### src/rtl/alu.sv
// -----------------------------------------------------------------------------
// alu -- eight-bit clocked arithmetic/logic unit with an internal accumulator.
//
// Each rising edge of clk, one of sixteen operations selected by opcode is
// applied to A, B and the current accumulator, and the 8-bit result is written
// back into the accumulator. The accumulator is the only output, so there is no
// combinational path from any input to ALU_Out.
//
// Ports:
//   clk      in   1  rising-edge clock for all state
//   reset    in   1  synchronous, active-high; clears the accumulator
//   A        in   8  operand A, unsigned
//   B        in   8  operand B, unsigned
//   opcode   in   4  operation select
//   ALU_Out  out  8  accumulator contents
//
// Opcode map (all arithmetic unsigned, modulo 256):
//   0000 A+B        0001 A-B        0010 A*B        0011 A/B (B=0 -> FF)
//   0100 A+acc      0101 A*acc      0110 acc+A*B    0111 rotate A left
//   1000 rotate A right             1001 A&B        1010 A|B
//   1011 A^B        1100 ~(A&B)     1101 A==B ? FF : 00
//   1110 nibble swap of A           1111 hold
// -----------------------------------------------------------------------------
module alu (
   input  logic       clk,
   input  logic       reset,
   input  logic [7:0] A,
   input  logic [7:0] B,
   input  logic [3:0] opcode,
   output logic [7:0] ALU_Out
);

   // Opcode encodings
   localparam logic [3:0] OP_ADD   = 4'b0000;
   localparam logic [3:0] OP_SUB   = 4'b0001;
   localparam logic [3:0] OP_MUL   = 4'b0010;
   localparam logic [3:0] OP_DIV   = 4'b0011;
   localparam logic [3:0] OP_ADDA  = 4'b0100;
   localparam logic [3:0] OP_MULA  = 4'b0101;
   localparam logic [3:0] OP_MAC   = 4'b0110;
   localparam logic [3:0] OP_ROL   = 4'b0111;
   localparam logic [3:0] OP_ROR   = 4'b1000;
   localparam logic [3:0] OP_AND   = 4'b1001;
   localparam logic [3:0] OP_OR    = 4'b1010;
   localparam logic [3:0] OP_XOR   = 4'b1011;
   localparam logic [3:0] OP_NAND  = 4'b1100;
   localparam logic [3:0] OP_EQ    = 4'b1101;
   localparam logic [3:0] OP_SWAP  = 4'b1110;
   localparam logic [3:0] OP_HOLD  = 4'b1111;

   logic [7:0] r_acc;
   logic [7:0] w_acc_next;

   // ------------------------------------------------------------------------
   // Multipliers: only the low 8 bits of each product are ever used, so the
   // products are formed at 8 bits directly.
   // ------------------------------------------------------------------------
   logic [7:0] w_mul_ab;
   logic [7:0] w_mul_aacc;

   assign w_mul_ab   = A * B;
   assign w_mul_aacc = A * r_acc;

   // ------------------------------------------------------------------------
   // Restoring divider, unrolled into eight combinational stages. Stage gi
   // brings down dividend bit (7-gi), tries to subtract B from the partial
   // remainder and keeps the difference when it does not go negative.
   // The partial remainder is always < B, so it fits in 8 bits.
   // ------------------------------------------------------------------------
   logic [7:0] w_rem [0:8];
   logic [7:0] w_quot;
   logic [7:0] w_div;

   assign w_rem[0] = 8'h00;

   generate
      for (genvar gi = 0; gi < 8; gi++) begin : g_div_stage
         logic [8:0] w_trial;
         logic [8:0] w_diff;

         assign w_trial         = {w_rem[gi], A[7-gi]};
         assign w_diff          = w_trial - {1'b0, B};
         assign w_quot[7-gi]    = ~w_diff[8];
         assign w_rem[gi+1]     = w_diff[8] ? w_trial[7:0] : w_diff[7:0];
      end
   endgenerate

   // Division by zero is defined to give all ones.
   assign w_div = (B == 8'h00) ? 8'hFF : w_quot;

   // ------------------------------------------------------------------------
   // Bit-permutation ops built per bit.
   // ------------------------------------------------------------------------
   logic [7:0] w_rol;
   logic [7:0] w_ror;
   logic [7:0] w_swap;

   generate
      for (genvar gi = 0; gi < 8; gi++) begin : g_perm
         assign w_rol[gi]  = A[(gi + 7) % 8];
         assign w_ror[gi]  = A[(gi + 1) % 8];
         assign w_swap[gi] = A[(gi + 4) % 8];
      end
   endgenerate

   // ------------------------------------------------------------------------
   // Next-accumulator select. Unmatched opcodes (only possible in simulation
   // with X/Z on opcode) fall through to the default and hold the value.
   // ------------------------------------------------------------------------
   always_comb begin
      w_acc_next = r_acc;
      case (opcode)
         OP_ADD:  w_acc_next = A + B;
         OP_SUB:  w_acc_next = A - B;
         OP_MUL:  w_acc_next = w_mul_ab;
         OP_DIV:  w_acc_next = w_div;
         OP_ADDA: w_acc_next = A + r_acc;
         OP_MULA: w_acc_next = w_mul_aacc;
         OP_MAC:  w_acc_next = r_acc + w_mul_ab;
         OP_ROL:  w_acc_next = w_rol;
         OP_ROR:  w_acc_next = w_ror;
         OP_AND:  w_acc_next = A & B;
         OP_OR:   w_acc_next = A | B;
         OP_XOR:  w_acc_next = A ^ B;
         OP_NAND: w_acc_next = ~(A & B);
         OP_EQ:   w_acc_next = (A == B) ? 8'hFF : 8'h00;
         OP_SWAP: w_acc_next = w_swap;
         OP_HOLD: w_acc_next = r_acc;
         default: w_acc_next = r_acc;
      endcase
   end

   // Reset takes priority over every opcode.
   always_ff @(posedge clk) begin
      if (reset) begin
         r_acc <= 8'h00;
      end else begin
         r_acc <= w_acc_next;
      end
   end

   assign ALU_Out = r_acc;

endmodule

### config.mk
export PLATFORM = sky130hd
export DESIGN_NAME = alu
export DESIGN_NICKNAME = d
export VERILOG_FILES = /design/src/rtl/alu.sv
export SDC_FILE = /design/constraint.sdc
export NUM_CORES = 1
export LEC_CHECK = 0
export CELL_PAD_IN_SITES_DETAIL_PLACEMENT = 1
export CELL_PAD_IN_SITES_GLOBAL_PLACEMENT = 2
export CORE_ASPECT_RATIO = 0.75
export CORE_MARGIN = 2
export CORE_UTILIZATION = 40
export DETAILED_ROUTE_END_ITERATION = 10
export GPL_TIMING_DRIVEN = 0
export PLACE_DENSITY = 0.88
export SLEW_MARGIN = 20
export SYNTH_ARGS = -nofsm -noshare
export SYNTH_HDL_FRONTEND = slang
export SYNTH_SLANG_ARGS = --single-unit
### constraint.sdc
create_clock -name clk -period 34.9 [get_ports clk]
set_input_delay 8.725 -clock clk [delete_from_list [all_inputs] [get_ports clk]]
set_output_delay 8.725 -clock clk [all_outputs]
set_load 0.05 [all_outputs]
# Word level (Yosys, flattened, before mapping)
# Cells that the tools add are included.
# classes
muxes	10
n_mul	2
eq_ne	16
n_addsub	12
reduce_logical	2
bitwise	12
# ops
operator	count
$pmux W8 S15	1
$mux W8	9
$sub A9 B8 Y9	7
$eq A4 B4 Y1 const B	8
$add A8 B8 Y8	3
$eq A4 B3 Y1 const B	4
$mul A8 B8 Y8	2
$sub A1 B8 Y9	1
$and A8 B8 Y8	1
$eq A4 B2 Y1 const B	2
$eq A8 B8 Y1	1
$logic_not A8 Y1	1
$not A1 Y1	8
$not A8 Y8	1
$or A8 B8 Y8	1
$sub A8 B8 Y8	1
$xor A8 B8 Y8	1
$eq A4 B1 Y1 const B	1
$logic_not A4 Y1	1
# word_totals
output_inout_bits	8
reg_bits	8
inputBits	22

# Longest topological paths before layout
# Gate-level depths: netlist of the first run.
# logic_depth
ltp_word	18
mapped_depth	85

# Worst setup path before layout of the first run
# Ideal clock, no wire load.
# synth_timing
path_type	input port to flip-flop
start	input port B[1]
end	register r_acc[0] (netlist: ALU_Out[0])
path_slack_ps	10542
t_required_ps	34771
arrival_time_ps	24229
path_stages	76
setup_time_ps	129
path_cell_list	clkinv_1 -> ha_1 -> nand3_2 -> a31oi_4 -> ha_1 -> and3_1 -> o21ai_0 -> o211ai_4 -> and2_4 -> or2_1 -> buf_2 -> nand2_1 -> o21ai_0 -> fa_1 -> a21oi_1 -> o211ai_1 -> o41a_2 -> xnor2_1 -> [40 not listed] -> o21bai_1 -> a21oi_1 -> o211a_2 -> or2_1 -> buf_6 -> mux2_4 -> ha_1 -> o21a_1 -> o21ai_0 -> nand2b_1 -> a21oi_1 -> nor2b_1 -> o21ai_0 -> nand2b_1 -> a21o_1 -> a2111o_1 -> a211oi_1 -> nor4b_1
# synth_via
elab_chain_len	18
# synth_lines
item	line	text
start: declaration	28	input logic [7:0] B,
$sub A1 B8 Y9	82	assign w_diff = w_trial - {1'b0, B};
$mux W8	84	assign w_rem[gi+1] = w_diff[8] ? w_trial[7:0] : w_diff[7:0];
$sub A9 B8 Y9	82	
$mux W8	84	
$sub A9 B8 Y9	82	
$mux W8	84	
$sub A9 B8 Y9	82	
$mux W8	84	
[2 not listed]	--	
$sub A9 B8 Y9	82	
$mux W8	84	
$sub A9 B8 Y9	82	
$mux W8	84	
$sub A9 B8 Y9	82	
$not A1 Y1	83	assign w_quot[7-gi] = ~w_diff[8];
$mux W8	89	assign w_div = (B == 8'h00) ? 8'hFF : w_quot;
$pmux W8 S15 (*)	112	case (opcode)
end signal: assignment	138	r_acc <= w_acc_next;
end: declaration	51	logic [7:0] r_acc;
# Every way passes the cells marked *; elsewhere a longest branch is shown, timed or not.
# A chain may end at the register's enable or synchronous reset.

# Final worst setup path of the first run
# layout_timing
start	input port B[0]
end	register r_acc[0] (netlist: ALU_Out[0])
# The elaborated chain is that of the path after synthesis.

==> metrics.md, run 1 <==
| Metric | Value |
|---|---|
| GR peak layer | met1 |
| WP data arrival | ~27 ns |
| DIE WIDTH | 155 µm |
| Met2 Resource Use GR | 39.8% |
| DP HPWL | between 15,000 and 20,000 µm |
| Yosys cell types | 80 |
| H-tree depth | 1 |
| Total CTS buffers | 3 |
| Post-synth EDFFs | 0 |
| Clock Tree Buf Depth | 2 |
| Area delta synth->final | 8.93% |
| Cells after Synth | ~910 |
| Clock Sinks | 8 |
| Syn_area_per_cell | 7.57 µm² |
| Final Hold Fails | 0 |
| Hold Startpoint | ALU_Out[7]$_SDFFE_PP0P_ |
| Critical path data required time | between 30 and 40 ns |
| Seq/Total Area, Yosys | under 10% |
| Initial antenna violation count | 0 |
| Residual DRC | 0 |
| Tcrit/Tclk final | 77.8% |
| Crit path buf inv count | 5 |
| Core region area | between 0.015 and 0.02 mm² |
| Critical path's slowest cell | clkdlybuf4s50_1 |
| Initial Util | 40.8% |
| TNS Setup | 0 ns |
| Number of synthesized register bits | 8 |
| Vias in the first global route | roughly 6.9k |
| Die Span Y | approximately 120 µm |
| DR vias/cell | just under 6 |
| Cts repair resizes | 0 |
| Synth Cell Area | 0.00685 mm² |
| Setup crit end kind | flop |
| Crit path depth | 79 |
| Hold path endpoint | ALU_Out[7]$_SDFFE_PP0P_ |
| Synth Warn # | 0 |
| Setup violators final | 0 |
| I/O pins | 30 |
| Reg2Reg Depth | 15 |
| Clk root buf | clkbuf_16 |
| IO buf count | 26 |
| Least-Margin Pin Slew | a little over 0.9 ns |
| Peak supply drop | 104 µV |
| R2R Path Start | ALU_Out[2]$_SDFFE_PP0P_ |
| Fmax | ~37 MHz |
| Standard-cell rows | 41 |
| First-pass GRT wire length | between 30,000 and 40,000 µm |
| Pwr dens | 114 mW/mm² |
| Hold-critical path depth | 2 |
| Worst Clk Skew | ~0.0045 ns |
| Critical Path Max Stage Delay | around 0.93 ns |
| R2R setup slack | around 30 ns |
| Reg clk slew, reported paths | roughly 0.040 ns |
| GPL Wtd Cong | around 0.98 |
| Post-CTS setup buffers | 0 |
| Diodes inserted | 0 |
| Gr ovfl total | 0 |
| Pins Over Slew Limit | 0 |
| Hold buffers post-CTS | 0 |
| Crit-path max FO | 18 |
| Initial DRC count | 392 |
| Async set-or-reset flop fraction in the synthesized netlist | 0% |
| Minimum clock period | 27.16 ns |
| # Max-Cap Violations | 0 |
| Max FFs per register | 8 |
| Worst r2r dst | ALU_Out[7]$_SDFFE_PP0P_ |
| Largest net degree at the start of global routing | 24 |
| Clk_lat worst skew | between 0.2 and 0.25 ns |
| Die area | between 0.015 and 0.02 mm² |
| Vias | 6,653 |
| Unrepaired setup endpoints after global routing | no |
| Slew headroom | between 30% and 40% |
| Type of the most critical hold path | reg -> reg |
| First-pass DRT Iterations | 7 |
| Total GRT Usage | 26.7% |
| Layout cell share with drive strength beyond 1 | between 6 and 7% |
| Most used cell, CP | a21oi_1 |
| Final Util | between 40 and 50% |
| Synth Flop Type | dfxtp_1 |
| Status | finished, final reports clean |
| GRT met1 Usage | 40.7% |
| Top cell family by delay on the critical path | compound AO/OA/AOI/OAI gates |
| Global Route met3 Usage | under 10% |
| Startpoint Class | primary input |
| Critical path class | in -> reg |
| Pleak | 0.00351 µW |
| CTS tree | done |
| Post-Route WL | ~24,000 µm |
| Post-DRT Antenna Nets | 0 |
| Final nets | roughly 1.1k |
| DR WL/cell | roughly 21 µm |
routing by layer:
metal / wire length, µm / vias up
met5: 0 / -
li1: - / 3242
met3: 1620 / 21
met4: 225 / 0
met1: 12100 / 3184
met2: 9900 / 206
tightest hold or removal path, cell delays in order (launching register included):
cell     delay (ns)
dfxtp_1        0.36
nand4_1        0.11
a21oi_1        0.08
through the flow:
stage / power, µW / hold slack [ns] / cell area [µm²] / worst slack [ns] / cells
after global placement: 800 / 0.579 / 7380 / 7.31 / 1148
after detailed placement: 829 / 0.589 / 7380 / 6.91 / 1148
final: 853 / 0.609 / 7460 / 7.74 / 1151
after global routing: 947 / 0.652 / 7460 / 6.38 / 1151
after CTS: 856 / 0.596 / 7460 / 7.08 / 1151
after floorplan: 660 / 0.727 / 6860 / 10.54 / 907
layout make-up:
type,count,area [µm²]
inverter,89,334
buffer,22,95.1
clock buffer,3,75.1
tap,215,269
fill,2129,9320
multi-input combinational,788,6270
sequential,8,160
timing repair buffer,26,260
cells in the final DEF, fill, tap and decap left out, types with 7 or more instances in the layout:
master	synthesis	layout
dfxtp_1	8	8
nand2b_1	12	12
and2_1	16	16
clkbuf_1	18	18
nand2_1	60	60
inv_1	84	84
mux2i_1	9	9
nor2b_1	9	9
nor3_1	18	18
nand3_1	20	20
ha_1	126	126
fa_1	33	33
o21bai_1	10	10
mux2_2	13	13
o21ai_0	45	45
a21oi_1	56	56
xor2_1	29	29
xnor2_1	53	53
a22oi_1	9	9
a21o_1	30	30
nand4_1	7	7
nor2_1	105	105
clkdlybuf4s50_1	0	26
a31oi_1	14	14
power breakdown:
part / internal, µW / total (µW) / switching [µW]
registers: 11.2 / 15.8 / 4.51
clock network: 14.7 / 19.0 / 4.28
logic: 388 / 819 / 430
total: 414 / 853 / 439
cells by family (layout without fill, tap and decap cells):
logic type               after synthesis  count (layout)  share of synthesized area, %
AND/OR/NAND/NOR                      283             283                          20.0
AO/OA/AOI/OAI                        230             230                          22.9
adder cells (fa/ha/maj)              161             161                          33.0
buffers and inverters                111             140                          6.27
XOR/XNOR                              83              83                          10.7
multiplexers                          28              28                          4.77
flip-flops                             8               8                          2.34
other                                  1               3                        0.0548
Yosys cell counts (20+ instances only):
cell       n  share of area (%)
ha_1     126                 23
fa_1      33                9.6
nor2_1   105                5.8
xnor2_1   53                6.8
a21oi_1   56                4.1
xor2_1    29                3.7
o21ai_0   45                3.3
nand2_1   60                3.3
a21o_1    30                3.3
inv_1     84                4.6
nand3_1   20                1.5
how the worst max path moves through the flow:
stage	start	end	slack [ns]
after global placement	B[1]	ALU_Out[0]$_SDFFE_PP0P_	7.31
after floorplan	B[1]	ALU_Out[0]$_SDFFE_PP0P_	10.54
after CTS	B[1]	ALU_Out[0]$_SDFFE_PP0P_	7.08
after global routing	B[0]	ALU_Out[0]$_SDFFE_PP0P_	6.38
final	B[0]	ALU_Out[0]$_SDFFE_PP0P_	7.74
after detailed placement	B[1]	ALU_Out[0]$_SDFFE_PP0P_	6.91
Power figures use the tool's default switching activity.
==> inputs of run 2 (changes only) <==
- CORE_UTILIZATION: 40 -> 38
- PLACE_DENSITY: 0.88 -> 0.85
- clock period: 34.9 -> 27.6 ns (I/O delays scaled with it)
==> metrics.md, run 2 (same netlist as run 1, synthesis figures left out) <==
| Metric | Value |
|---|---|
| Critical path data required time | 27.70 ns (-7.29 ns) |
| Post-DRT Antenna Nets | 0 (unchanged) |
| Pre-CTS setup slack | 1.57 ns (-5.34 ns) |
| Pleak | 0.00351 µW (unchanged) |
| Initial Util | 38.8% (-2.0 points) |
| First-pass DRT Iterations | 5 (-2) |
| Peak supply drop | 149 µV (+42%) |
| DR WL/cell | 20.5 µm (-1.2%) |
| Layout cell share with drive strength beyond 1 | 6.20% (unchanged) |
| Setup violators final | 0 (unchanged) |
| Crit-path max FO | 18 (unchanged) |
| DP HPWL | 19,700 µm (-0.18%) |
| Setup crit end kind | flop |
| Top cell family by delay on the critical path | compound AO/OA/AOI/OAI gates |
| R2R setup slack | 23.01 ns (-7.30 ns) |
| TNS Setup | 0 ns (unchanged) |
| Met2 routed wirelength | 10,000 µm (+1.3%) |
| Pwr dens | 142 mW/mm² (+24%) |
| Largest net degree at the start of global routing | 24 (unchanged) |
| Crit path buf inv count | 5 (unchanged) |
| DIE WIDTH | 159 µm (+2.5%) |
| Clk root buf | clkbuf_16 |
| Fmax | between 30 and 40 MHz |
| Hold-critical path depth | 2 (unchanged) |
| Clock Sinks | 8 (unchanged) |
| H-tree depth | 1 (unchanged) |
| Reg2Reg Depth | 16 (+1) |
| Most frequent cells in the layout | 126 x ha_1, 105 x nor2_1, 84 x inv_1 |
| Worst setup slack after layout | 2.46 ns (-5.28 ns) |
| Gr ovfl total | 0 (unchanged) |
| Die Span Y | 120 µm (+2.5%) |
| Clock Tree Buf Depth | 2 (unchanged) |
| Post-Route WL | 24,100 µm (+1.1%) |
| Slew headroom | 37.9% (+0.53 points) |
| Crit path depth | 79 (unchanged) |
| Max FFs per register | 8 (unchanged) |
| Residual DRC | 0 (unchanged) |
| Type of the most critical hold path | reg -> reg |
| Standard-cell rows | 42 (+2.4%) |
| CTS tree | done |
| Post-CTS setup buffers | 0 (unchanged) |
| Crit path to | ALU_Out[0]$_SDFFE_PP0P_ |
| Critical path class | in -> reg |
| Top sig layer | met4 |
| Final Hold Fails | 0 (unchanged) |
| WP data arrival | 25.24 ns (-2.02 ns) |
| Total CTS buffers | 3 (unchanged) |
| Most common cell after layout, fill and taps aside | ha_1 |
| Critical Path Start | B[0] |
| Initial antenna violation count | 0 (unchanged) |
| Hold Startpoint | ALU_Out[7]$_SDFFE_PP0P_ |
| I/O pins | 30 (unchanged) |
| Vias | 6,683 (+0.45%) |
| R2R Path Start | ALU_Out[2]$_SDFFE_PP0P_ |
| Final nets | 1,119 (unchanged) |
| DR vias/cell | 5.67 (-1.9%) |
| First-pass GRT wire length | 37,900 µm (-1.7%) |
| Cts repair resizes | 0 (unchanged) |
| # Max-Cap Violations | 0 (unchanged) |
| Total GRT Usage | 25.1% (-1.6 points) |
| Core region area | 0.0177 mm² (+5.3%) |
| GPL Wtd Cong | 0.997 (+1.7%) |
| Status | finished, final reports clean |
| Metal1 wirelength | 12,500 µm (+3.2%) |
| IO buf count | 26 (unchanged) |
| Initial DRC count | 369 (-5.9%) |
| Reg clk slew, reported paths | 0.04 ns (about the same) |
| Worst r2r dst | ALU_Out[7]$_SDFFE_PP0P_ |
| Pins Over Slew Limit | 0 (unchanged) |
| Tcrit/Tclk final | just over 90% |
| Hold buffers post-CTS | 0 (unchanged) |
| Least-Margin Pin Slew | 0.929 ns (+0.00120 ns) |
| Clk_lat worst skew | 0.23 ns (about the same) |
| Critical path's slowest cell | clkdlybuf4s50_1 |
| Minimum clock period | 25.14 ns |
| Die area | 0.0191 mm² (+5.1%) |
| Startpoint Class | primary input |
| Most used cell, CP | a21oi_1 |
| Worst Clk Skew | 0.00256 ns (-0.00191 ns) |
| WL met3 | 1360 µm (-16%) |
| Vias in the first global route | 6,663 (-2.9%) |
| Critical Path Max Stage Delay | 0.92 ns (about the same) |
| Diodes inserted | 0 (unchanged) |
| Unrepaired setup endpoints after global routing | no |
| Area delta synth->final | 9.43% |
## run 2: cell counts in the layout (fill, tap and decap cells not counted)
Identical to the previous run, type by type.
## run 2: through the flow
step | power, µW | hold slack [ns] | area [µm²] | util [%] | instances
after global routing | 1200 | 0.638 | 7490 | 42.4 | 1178
after detailed placement | 1040 | 0.605 | 7420 | 42.0 | 1175
after CTS | 1070 | 0.611 | 7490 | 42.4 | 1178
after global placement | 1010 | 0.608 | 7420 | 42.0 | 1175
after floorplan | 835 | 0.727 | 6860 | - | 907
final | 1070 | 0.631 | 7490 | 42.4 | 1178
## run 2: worst min path at each step
stage | end
global route | ALU_Out[7]$_SDFFE_PP0P_
finish | ALU_Out[7]$_SDFFE_PP0P_
detailed placement | ALU_Out[7]$_SDFFE_PP0P_
CTS | ALU_Out[7]$_SDFFE_PP0P_
floorplan | ALU_Out[7]$_SDFFE_PP0P_
global placement | ALU_Out[7]$_SDFFE_PP0P_
## run 2: final cells by class
cell class,count,area [µm²]
fill,2293,10200
multi-input combinational,788,6270
inverter,89,334
tap,242,303
timing repair buffer,26,260
sequential,8,160
buffer,22,95.1
clock buffer,3,75.1
## run 2: report_power, final
group	switching [µW]	internal [µW]	total, µW	leakage [µW]
Combinational	533	489	1020	0.00340
Sequential	5.83	14.2	20.0	0.0000664
Clock	6.07	18.7	24.8	0.0000370
## run 2: tightest hold or removal path, stage by stage (launching register included)
cell     delay [ns]
dfxtp_1        0.38
nand4_1        0.12
a21oi_1        0.07
## run 2: per-layer routing
metal | track usage, % | vias up
li1 | - | 3245
met1 | 38.5 | 3254
met2 | 38.5 | 165
met4 | 3.30 | 0
met3 | 2.71 | 19
met5 | 0 | -
==> inputs of run 3 (changes only) <==
- CORE_ASPECT_RATIO: 0.75 -> 1.4
- SETUP_SLACK_MARGIN: not set -> 0.5
==> metrics.md, run 3 (same netlist as run 1, synthesis figures left out) <==
| Metric | Value |
|---|---|
| Post-Route WL | 24,600 µm (+2.0%) |
| Startpoint Class | primary input |
| WP data arrival | 25.15 ns (-0.09 ns) |
| First-pass GRT wire length | 40,000 µm (+5.5%) |
| TNS Setup | 0 ns (unchanged) |
| Area taken by flip-flops and latches | 160 µm² (unchanged) |
| Pwr dens | 142 mW/mm² (-0.18%) |
| Hold buffers post-CTS | 0 (unchanged) |
| DP HPWL | 20,300 µm (+3.5%) |
| CTS tree | done |
| GPL Wtd Cong | 0.971 (-2.7%) |
| WHS | 0.588 ns (-0.0423 ns) |
| H-tree depth | 1 (unchanged) |
| Vias in the first global route | 7,411 (+11%) |
| Setup violators final | 0 (unchanged) |
| Die area | 0.0191 mm² (about the same) |
| Number of fill cells in the layout | 2,249 (-1.9%) |
| Die Span Y | 163 µm (+35%) |
| Post-CTS setup buffers | 0 (unchanged) |
| Cts repair resizes | 0 (unchanged) |
| DP Cell Count | 1,173 (-0.17%) |
| Status | finished, final reports clean |
| Final Hold Fails | 0 (unchanged) |
| Core region area | 0.0178 mm² (+0.69%) |
| Unrepaired setup endpoints after global routing | no |
| Clock Sinks | 8 (unchanged) |
| DR WL/cell | 20.9 µm (+2.2%) |
| Final Util | 42.1% (-0.31 points) |
| DR vias/cell | 5.73 (+0.92%) |
| Fmax | 39.9 MHz (+0.36%) |
| Clk root buf | clkbuf_16 |
| Initial DRC count | 305 (-17%) |
| Pleak | 0.00351 µW (unchanged) |
| Worst Clk Skew | 0.00261 ns (+0.0000537 ns) |
| Reg clk slew, reported paths | 0.04 ns (about the same) |
| Pre-CTS setup slack | 1.71 ns (+0.140 ns) |
| Area delta synth->final | 9.39% (about the same) |
| Initial Util | 38.5% (-0.27 points) |
| Clock Tree Buf Depth | 2 (unchanged) |
| Total CTS buffers | 3 (unchanged) |
| Area of the multi-input gates | 0.00627 mm² (unchanged) |
| Type of the most critical hold path | reg -> reg |
| Slew headroom | 36.0% (-1.9 points) |
| Critical path data required time | 27.70 ns (about the same) |
| Critical path class | in -> reg |
| Most frequent cells in the layout | 126 x ha_1, 105 x nor2_1, 84 x inv_1 |
| Peak supply drop | 131 µV (-12%) |
| Layout cell share with drive strength beyond 1 | 6.20% (unchanged) |
| Most used cell, CP | a21oi_1 |
| Fin cells | 1,176 (-0.17%) |
| Final nets | 1,119 (unchanged) |
| DIE WIDTH | 117 µm (-26%) |
| Gr ovfl total | 0 (unchanged) |
| First-pass DRT Iterations | 7 (+2) |
| Pins Over Slew Limit | 0 (unchanged) |
| Crit-path max FO | 10 (-8) |
| Critical path's slowest cell | clkdlybuf4s50_1 |
| Most common cell after layout, fill and taps aside | ha_1 |
| Minimum clock period | 25.05 ns (-0.0913 ns) |
| Largest net degree at the start of global routing | 24 (unchanged) |
| IO buf count | 26 (unchanged) |
| # Max-Cap Violations | 0 (unchanged) |
| Critical Path Max Stage Delay | 0.84 ns (-0.08 ns) |
| Post-DRT Antenna Nets | 0 (unchanged) |
| Diodes inserted | 0 (unchanged) |
| Least-Margin Pin Slew | 0.948 ns (+0.0186 ns) |
| I/O pins | 30 (unchanged) |
| Worst setup slack after layout | 2.55 ns (+0.0913 ns) |
| Residual DRC | 0 (unchanged) |
| Total GRT Usage | 26.4% (+1.3 points) |
| Vias | 6,733 (+0.75%) |
| Tcrit/Tclk final | 90.8% (-0.33 points) |
| Setup crit end kind | flop |
| Clk_lat worst skew | 0.23 ns (about the same) |
| Initial antenna violation count | 0 (unchanged) |
| Max FFs per register | 8 (unchanged) |
| Standard-cell rows | 58 (+38%) |
==> run 3: cell counts in the layout (fill, tap and decap cells not counted) <==
No cell type changed its count.
==> run 3: path summary, 6_finish.rpt <==
path	slack, ns	to	cells past startpoint	startpoint
worst max-delay path	2.55	ALU_Out[0]$_SDFFE_PP0P_	79	A[7]
worst min-delay path	0.59	ALU_Out[7]$_SDFFE_PP0P_	2	ALU_Out[7]$_SDFFE_PP0P_
worst max register to register	23.09	ALU_Out[7]$_SDFFE_PP0P_	15	ALU_Out[4]$_SDFFE_PP0P_
worst min register to register	0.59	ALU_Out[7]$_SDFFE_PP0P_	2	ALU_Out[7]$_SDFFE_PP0P_
==> run 3: worst max-delay path, delay by kind of cell <==
kind | cells | cell delay [ns]
AO/OA/AOI/OAI | 40 | 8.36
buffers and inverters | 6 | 1.80
AND/OR/NAND/NOR | 18 | 2.81
adder cells (fa/ha/maj) | 9 | 2.95
XOR/XNOR | 2 | 0.84
multiplexers | 4 | 1.49
==> run 3: per-stage QoR <==
stage | area (µm²) | power, µW
after floorplan | 6860 | 835
after global placement | 7420 | 1010
after detailed placement | 7420 | 1040
after CTS | 7490 | 1070
after global routing | 7490 | 1200
final | 7490 | 1060
==> run 3: layer usage <==
layer	GRT usage [%]	routed length, µm
met1	28.5	9280
met4	14.4	1430
met2	50.5	13100
met3	2.49	753
met5	0	0
==> run 3: where the power goes <==
part	switching (µW)	internal (µW)	total, µW
clock network	5.50	18.7	24.2
logic	530	491	1020
registers	5.39	14.2	19.6
==> run 3: cell type report <==
class / count / area share [%]
Tap cell: 240 / 4.01
Buffer: 22 / 1.27
Inverter: 89 / 4.46
Multi-Input combinational cell: 788 / 83.6
Sequential cell: 8 / 2.14
Timing Repair Buffer: 26 / 3.47
Clock buffer: 3 / 1.00
